## src/rtl/shift_pkg.sv

```systemverilog
// rtl/shift_pkg.sv - shared shift op codes, funct constants and micro-op struct (ROTATE_EN adds rotates)
package shift_pkg;

  typedef enum logic [1:0] {
    LO_L = 2'd0,
    LO_R = 2'd1,
    AL_R = 2'd2,
    CI_R = 2'd3
  } shift_op_e;

  localparam logic [5:0] OPC_SPECIAL = 6'h00;

  localparam logic [5:0] F_SLL  = 6'h00;
  localparam logic [5:0] F_SRL  = 6'h02;
  localparam logic [5:0] F_SRA  = 6'h03;
  localparam logic [5:0] F_SLLV = 6'h04;
  localparam logic [5:0] F_SRLV = 6'h06;
  localparam logic [5:0] F_SRAV = 6'h07;

  typedef struct packed {
    logic [31:0] shift_in;
    logic [4:0]  shift_amount;
    shift_op_e   shift_op;
    logic [4:0]  rd;
    logic        illegal;
  } shift_uop_t;

  // Value held by empty/illegal registers: LO_L with amount 0, nothing flagged.
  localparam shift_uop_t UOP_ZERO = '{
    shift_in:     32'd0,
    shift_amount: 5'd0,
    shift_op:     LO_L,
    rd:           5'd0,
    illegal:      1'b0
  };

endpackage

```

## src/rtl/shift_decode.sv

```systemverilog
// rtl/shift_decode.sv - combinational R-type shift decode into shift_uop_t (ROTATE_EN enables ROTR/ROTRV)
module shift_decode
  import shift_pkg::*;
(
  input  logic [31:0] instr,
  input  logic [31:0] rs_val,
  input  logic [31:0] rt_val,
  output shift_uop_t  uop
);

  logic [5:0] opcode;
  logic [5:0] funct;
  logic [4:0] shamt;
  logic [4:0] rs_amt;

  assign opcode = instr[31:26];
  assign funct  = instr[5:0];
  assign shamt  = instr[10:6];
  assign rs_amt = rs_val[4:0];

  // Upper operand bits and the rs/rt register-number fields play no part in the micro-op.
  logic decode_unused;
  assign decode_unused = ^{rs_val[31:5], instr[25:22], instr[20:16]};

  // Default to an illegal LO_L/0 micro-op, then overwrite for each supported encoding.
  always_comb begin
    uop.shift_in     = rt_val;
    uop.rd           = instr[15:11];
    uop.shift_op     = LO_L;
    uop.shift_amount = 5'd0;
    uop.illegal      = 1'b1;
    if (opcode == OPC_SPECIAL) begin
      case (funct)
        F_SLL: begin
          uop.shift_op     = LO_L;
          uop.shift_amount = shamt;
          uop.illegal      = 1'b0;
        end
        F_SRL: begin
          if (!instr[21]) begin
            uop.shift_op     = LO_R;
            uop.shift_amount = shamt;
            uop.illegal      = 1'b0;
          end else begin
`ifdef ROTATE_EN
            uop.shift_op     = CI_R;
            uop.shift_amount = shamt;
            uop.illegal      = 1'b0;
`else
            uop.illegal      = 1'b1;
`endif
          end
        end
        F_SRA: begin
          uop.shift_op     = AL_R;
          uop.shift_amount = shamt;
          uop.illegal      = 1'b0;
        end
        F_SLLV: begin
          uop.shift_op     = LO_L;
          uop.shift_amount = rs_amt;
          uop.illegal      = 1'b0;
        end
        F_SRLV: begin
          if (!instr[6]) begin
            uop.shift_op     = LO_R;
            uop.shift_amount = rs_amt;
            uop.illegal      = 1'b0;
          end else begin
`ifdef ROTATE_EN
            uop.shift_op     = CI_R;
            uop.shift_amount = rs_amt;
            uop.illegal      = 1'b0;
`else
            uop.illegal      = 1'b1;
`endif
          end
        end
        F_SRAV: begin
          uop.shift_op     = AL_R;
          uop.shift_amount = rs_amt;
          uop.illegal      = 1'b0;
        end
        default: begin
          uop.illegal = 1'b1;
        end
      endcase
    end
  end

endmodule

```

## src/rtl/shift_issue_stage.sv

```systemverilog
// rtl/shift_issue_stage.sv - registered shift issue stage with one-entry skid buffer and flush (ROTATE_EN optional)
module shift_issue_stage
  import shift_pkg::*;
(
  input  logic        clk,
  input  logic        rst_n,
  input  logic        In_valid,
  output logic        In_ready,
  input  logic [31:0] Instr,
  input  logic [31:0] Rs_val,
  input  logic [31:0] Rt_val,
  input  logic        Flush,
  output logic        Out_valid,
  input  logic        Out_ready,
  output logic [31:0] Shift_in,
  output logic [4:0]  Shift_amount,
  output logic [1:0]  Shift_op,
  output logic [4:0]  Rd,
  output logic        Illegal
);

  typedef enum logic [1:0] {
    ST_EMPTY = 2'd0,
    ST_ONE   = 2'd1,
    ST_TWO   = 2'd2
  } stage_state_e;

  stage_state_e state;
  shift_uop_t   dec_uop;
  shift_uop_t   out_q;
  shift_uop_t   skid_q;
  logic         out_valid_q;
  logic         in_ready_q;
  logic         accept;
  logic         consume;

  shift_decode u_decode (
    .instr  (Instr),
    .rs_val (Rs_val),
    .rt_val (Rt_val),
    .uop    (dec_uop)
  );

  assign accept  = In_valid & in_ready_q;
  assign consume = out_valid_q & Out_ready;

  assign In_ready     = in_ready_q;
  assign Out_valid    = out_valid_q;
  assign Shift_in     = out_q.shift_in;
  assign Shift_amount = out_q.shift_amount;
  assign Shift_op     = out_q.shift_op;
  assign Rd           = out_q.rd;
  assign Illegal      = out_q.illegal;

  // Occupancy control: out reg first, skid only while the out reg is stalled; flush empties both.
  always_ff @(posedge clk or negedge rst_n) begin
    if (!rst_n) begin
      state       <= ST_EMPTY;
      out_q       <= UOP_ZERO;
      skid_q      <= UOP_ZERO;
      out_valid_q <= 1'b0;
      in_ready_q  <= 1'b1;
    end else if (Flush) begin
      state       <= ST_EMPTY;
      out_valid_q <= 1'b0;
      in_ready_q  <= 1'b1;
    end else begin
      case (state)
        ST_EMPTY: begin
          if (accept) begin
            out_q       <= dec_uop;
            out_valid_q <= 1'b1;
            state       <= ST_ONE;
          end
        end
        ST_ONE: begin
          if (accept && consume) begin
            out_q <= dec_uop;
          end else if (accept) begin
            skid_q     <= dec_uop;
            in_ready_q <= 1'b0;
            state      <= ST_TWO;
          end else if (consume) begin
            out_valid_q <= 1'b0;
            state       <= ST_EMPTY;
          end
        end
        ST_TWO: begin
          if (consume) begin
            out_q      <= skid_q;
            in_ready_q <= 1'b1;
            state      <= ST_ONE;
          end
        end
        default: begin
          state       <= ST_EMPTY;
          out_valid_q <= 1'b0;
          in_ready_q  <= 1'b1;
        end
      endcase
    end
  end

endmodule
```

## config.mk

```make
export PLATFORM = sky130hd
export DESIGN_NAME = shift_issue_stage
export DESIGN_NICKNAME = d
export VERILOG_FILES = /design/src/rtl/shift_pkg.sv /design/src/rtl/shift_decode.sv /design/src/rtl/shift_issue_stage.sv
export SDC_FILE = /design/constraint.sdc
export NUM_CORES = 1
export LEC_CHECK = 0
export BUFFER_PORTS_ARGS = -buffer_cell sky130_fd_sc_hd__buf_2
export CORE_UTILIZATION = 45
export CTS_CLUSTER_DIAMETER = 200
export DETAILED_ROUTE_END_ITERATION = 16
export GPL_TIMING_DRIVEN = 0
export PLACE_DENSITY = 0.81
export SLEW_MARGIN = 5
export SYNTH_ARGS = -nofsm -noshare
export SYNTH_HDL_FRONTEND = slang
export SYNTH_HIERARCHICAL = 1
export SYNTH_SLANG_ARGS = --single-unit
```

## constraint.sdc

```tcl
create_clock -name clk -period 2.9 [get_ports clk]
set_clock_uncertainty 0.05 [all_clocks]
set_input_delay 0.725 -clock clk [delete_from_list [all_inputs] [get_ports clk]]
set_output_delay 0.725 -clock clk [all_outputs]
set_load 0.05 [all_outputs]
```

==> results.py <==
metrics = {
    "status": {
        "status": "finished clean",
    },
    "timing": {
        "period_share_pct": 70.80,
        "report.final.hold_viol_count": 0,
        "setup_ws_ns": 0.8469,
        "relSlewSlack_pct": 59.60,
        "drv_slew": 0,
        "finalSetupViolCount": 0,
        "rsz0062_at_grt": "no",
        "clock.fmax_ghz": 0.4871,
        "worstMarginPinSlew_ns": 0.6060,
        "min_period_ns": 2.053,
        "setup_tns_ns": 0,
    },
    "worst_setup_path": {
        "worst_path_max_delay_cell": "or3_1",
        "criticalPathCategory": "in2reg",
        "startpoint_type": "input port",
        "cp_max_fo": 8,
        "path_delay_family": "simple AND/OR/NAND/NOR gates",
        "path_depth": 6,
        "cp-end-kind": "flip-flop",
        "ff2ff_path_depth": 5,
        "cp_data_arrival_time_ns": 2.25,
        "max_stage_delay_ns": 0.40,
        "worstPathCellList": "buf_2, nor4_4, nand3_4, or3_1, mux2_2, mux2_2",
        "path_buf_inv": 1,
        "worstPathRequired_ns": 3.09,
        "crit_top_cell": "mux2_2",
    },
    "logic_synthesis": {
        "synth_edf_count": 0,
        "syn_avg_cell_area_um2": 14.16,
        "ys_seq_elements": 94,
        "yosys.area.top_type": "dfrtp_1",
        "synth_ff_type": "dfrtp_1",
        "synthTopCellsByArea": "dfrtp_1 (49%), mux2_2 (30%), buf_4 (5.9%)",
        "async_flop_share_pct": 100.0,
        "syn-instance-count": 334,
        "yosys.cell_types.count": 35,
        "synth_nets": 435,
        "netlist_area_mm2": 0.004731,
        "synth_top_area_share_pct": 49.19,
        "synth-seq-area-share_pct": 49.75,
        "yosysWarnings": 6,
    },
    "layout": {
        "finalCoreUtilization_pct": 53.41,
        "area_delta_synth_final_pct": 16.03,
        "drive_gt1_share_pct": 67.22,
        "final_common_cell": "mux2_2",
        "num-nets-final": 521,
        "fillers": 898,
        "mostFrequentLayoutCells": "mux2_2 (125), dfrtp_1 (93), buf_2 (78), buf_4 (38), mux2_4 (10)",
        "antenna_cells": 0,
    },
    "cts": {
        "htree_num_levels": 3,
        "clkTransAtPathRegs_ns": 0.10,
        "clock-root-buffer": "clkbuf_8",
        "cts_setup_buffers": 0,
        "ctsHoldBuffers": 0,
        "insertion_delay_ns": 0.36,
        "cts_tree": "done",
        "cts_sinks": 94,
        "ctsLongestPathBuffers": 2,
        "cts_resized": 0,
        "cts_made_buffers": 9,
    },
    "global_routing": {
        "grt_antenna_before_repair": 0,
        "grt_pass1_vias": 3037,
        "grtUsageTotal_pct": 17.42,
        "grt_pass1_wl_um": 14990,
        "grt_max_degree": 53,
        "grt_remaining_overflow": 0,
    },
    "floorplan": {
        "rows": 37,
        "die_area_mm2": 0.01093,
        "io_pins": 148,
        "fp.dieH_um": 104.5,
        "die_x_um": 104.5,
        "initial_core_util_pct": 46.03,
        "core_area_mm2": 0.01028,
    },
    "min_path": {
        "hold_class": "in2async",
    },
    "routing": {
        "detail_route.wl_per_cell_um": 15.67,
        "drc": 0,
        "drt.antenna.violating_nets": 0,
        "first_pass_iters": 4,
        "drt-initial-drc-count": 76,
        "drt-total-wl_um": 8777,
        "avgViaCountPerCell": 5.188,
        "vias": 2905,
    },
    "run": {
        "maxCapViolations": 0,
    },
    "power": {
        "leakagePower_nw": 2.510,
        "peakVddDrop_uv": 641.0,
        "power_density_mw_per_mm2": 917.2,
    },
    "placed_design": {
        "gp_congestion": 0.7642,
        "post-dp-hpwl_um": 6463,
        "portBuffers": 74,
        "pre_cts_ws_ns": 0.4840,
    },
}
## path summary, 6_finish.rpt
check / from / end / slack [ns]
worst min register to register: Shift_in[2] / Shift_in[2] / 0.46
min in group clk: Shift_in[2] / Shift_in[2] / 0.46
max in group asynchronous: rst_n / In_ready / 1.80
worst max-delay path: Instr[27] / Illegal / 0.85
worst min-delay path: rst_n / Shift_in[6] / 0.29
worst max register to register: state[1] / Shift_in[26] / 0.86
## sequential cells by signal (all words and copies together), names as in the netlist, 2 cells and up
name,cells
skid_q,45
Shift_in,32
Rd,5
Shift_amount,5
Shift_op,2
state,2
## cell type report
type                            instances  area (µm²)  share of cell area [%]
Buffer                                 52       407.9                   7.431
Clock buffer                            9       123.9                   2.257
Clock inverter                          6       63.81                   1.163
Inverter                                1       3.754                 0.06838
Multi-Input combinational cell        187        1966                   35.81
Sequential cell                        94        2354                   42.88
Tap cell                              136       170.2                   3.100
Timing Repair Buffer                   75       400.4                   7.294
## logic make-up after synthesis
| logic type | count (synthesis) | share of synthesized area [%] |
|---|---|---|
| AO/OA/AOI/OAI | 17 | 3.385 |
| multiplexers | 136 | 33.17 |
| buffers and inverters | 53 | 8.701 |
| AND/OR/NAND/NOR | 34 | 4.999 |
| flip-flops | 94 | 49.75 |
## layer usage
metal	up-vias	global-route usage, %	part of all wire (%)	wire [µm]
li1	1333	-	-	-
met1	1482	22.12	43	3771
met2	78	28.43	50	4351
met3	12	4.679	6.0	525
met4	0	6.531	1.5	129
met5	-	0	0	0
## stage by stage
step / cells / hold slack [ns] / cell area, µm² / total power, mW
6_report: 560 / 0.2906 / 5489 / 5.035
5_1_grt: 560 / 0.3287 / 5489 / 5.298
4_1_cts: 560 / 0.3123 / 5489 / 5.089
3_5_place_dp: 545 / 0.4377 / 5301 / 4.242
3_3_place_gp: 544 / 0.4307 / 5271 / 4.142
2_1_floorplan: 334 / 0.3794 / 4731 / 3.731
## synthesized netlist by cell type (2+ instances only)
library cell	number
and3b_1	2
buf_6	9
nor2b_1	6
a21oi_1	3
nor2_1	5
dfrtp_1	93
buf_2	5
nand2b_1	2
nand2_1	2
nor3_1	7
a211oi_1	2
a32oi_1	4
mux2_2	125
nand3b_1	3
mux2_4	10
buf_4	37
## worst reg2reg max path, delay by kind of cell, from the launching register on
family                 cells  cell delay (ns)
buffers and inverters      2             0.55
flip-flops                 1             0.52
multiplexers               2             0.64
AND/OR/NAND/NOR            1             0.17
## power breakdown
group | leakage (nW) | switching, mW | internal [mW]
Clock | 0.0911 | 0.451 | 0.392
Sequential | 1.14 | 0.264 | 1.83
Combinational | 1.28 | 1.32 | 0.779
No activity file was read; power rests on OpenSTA's default activity.
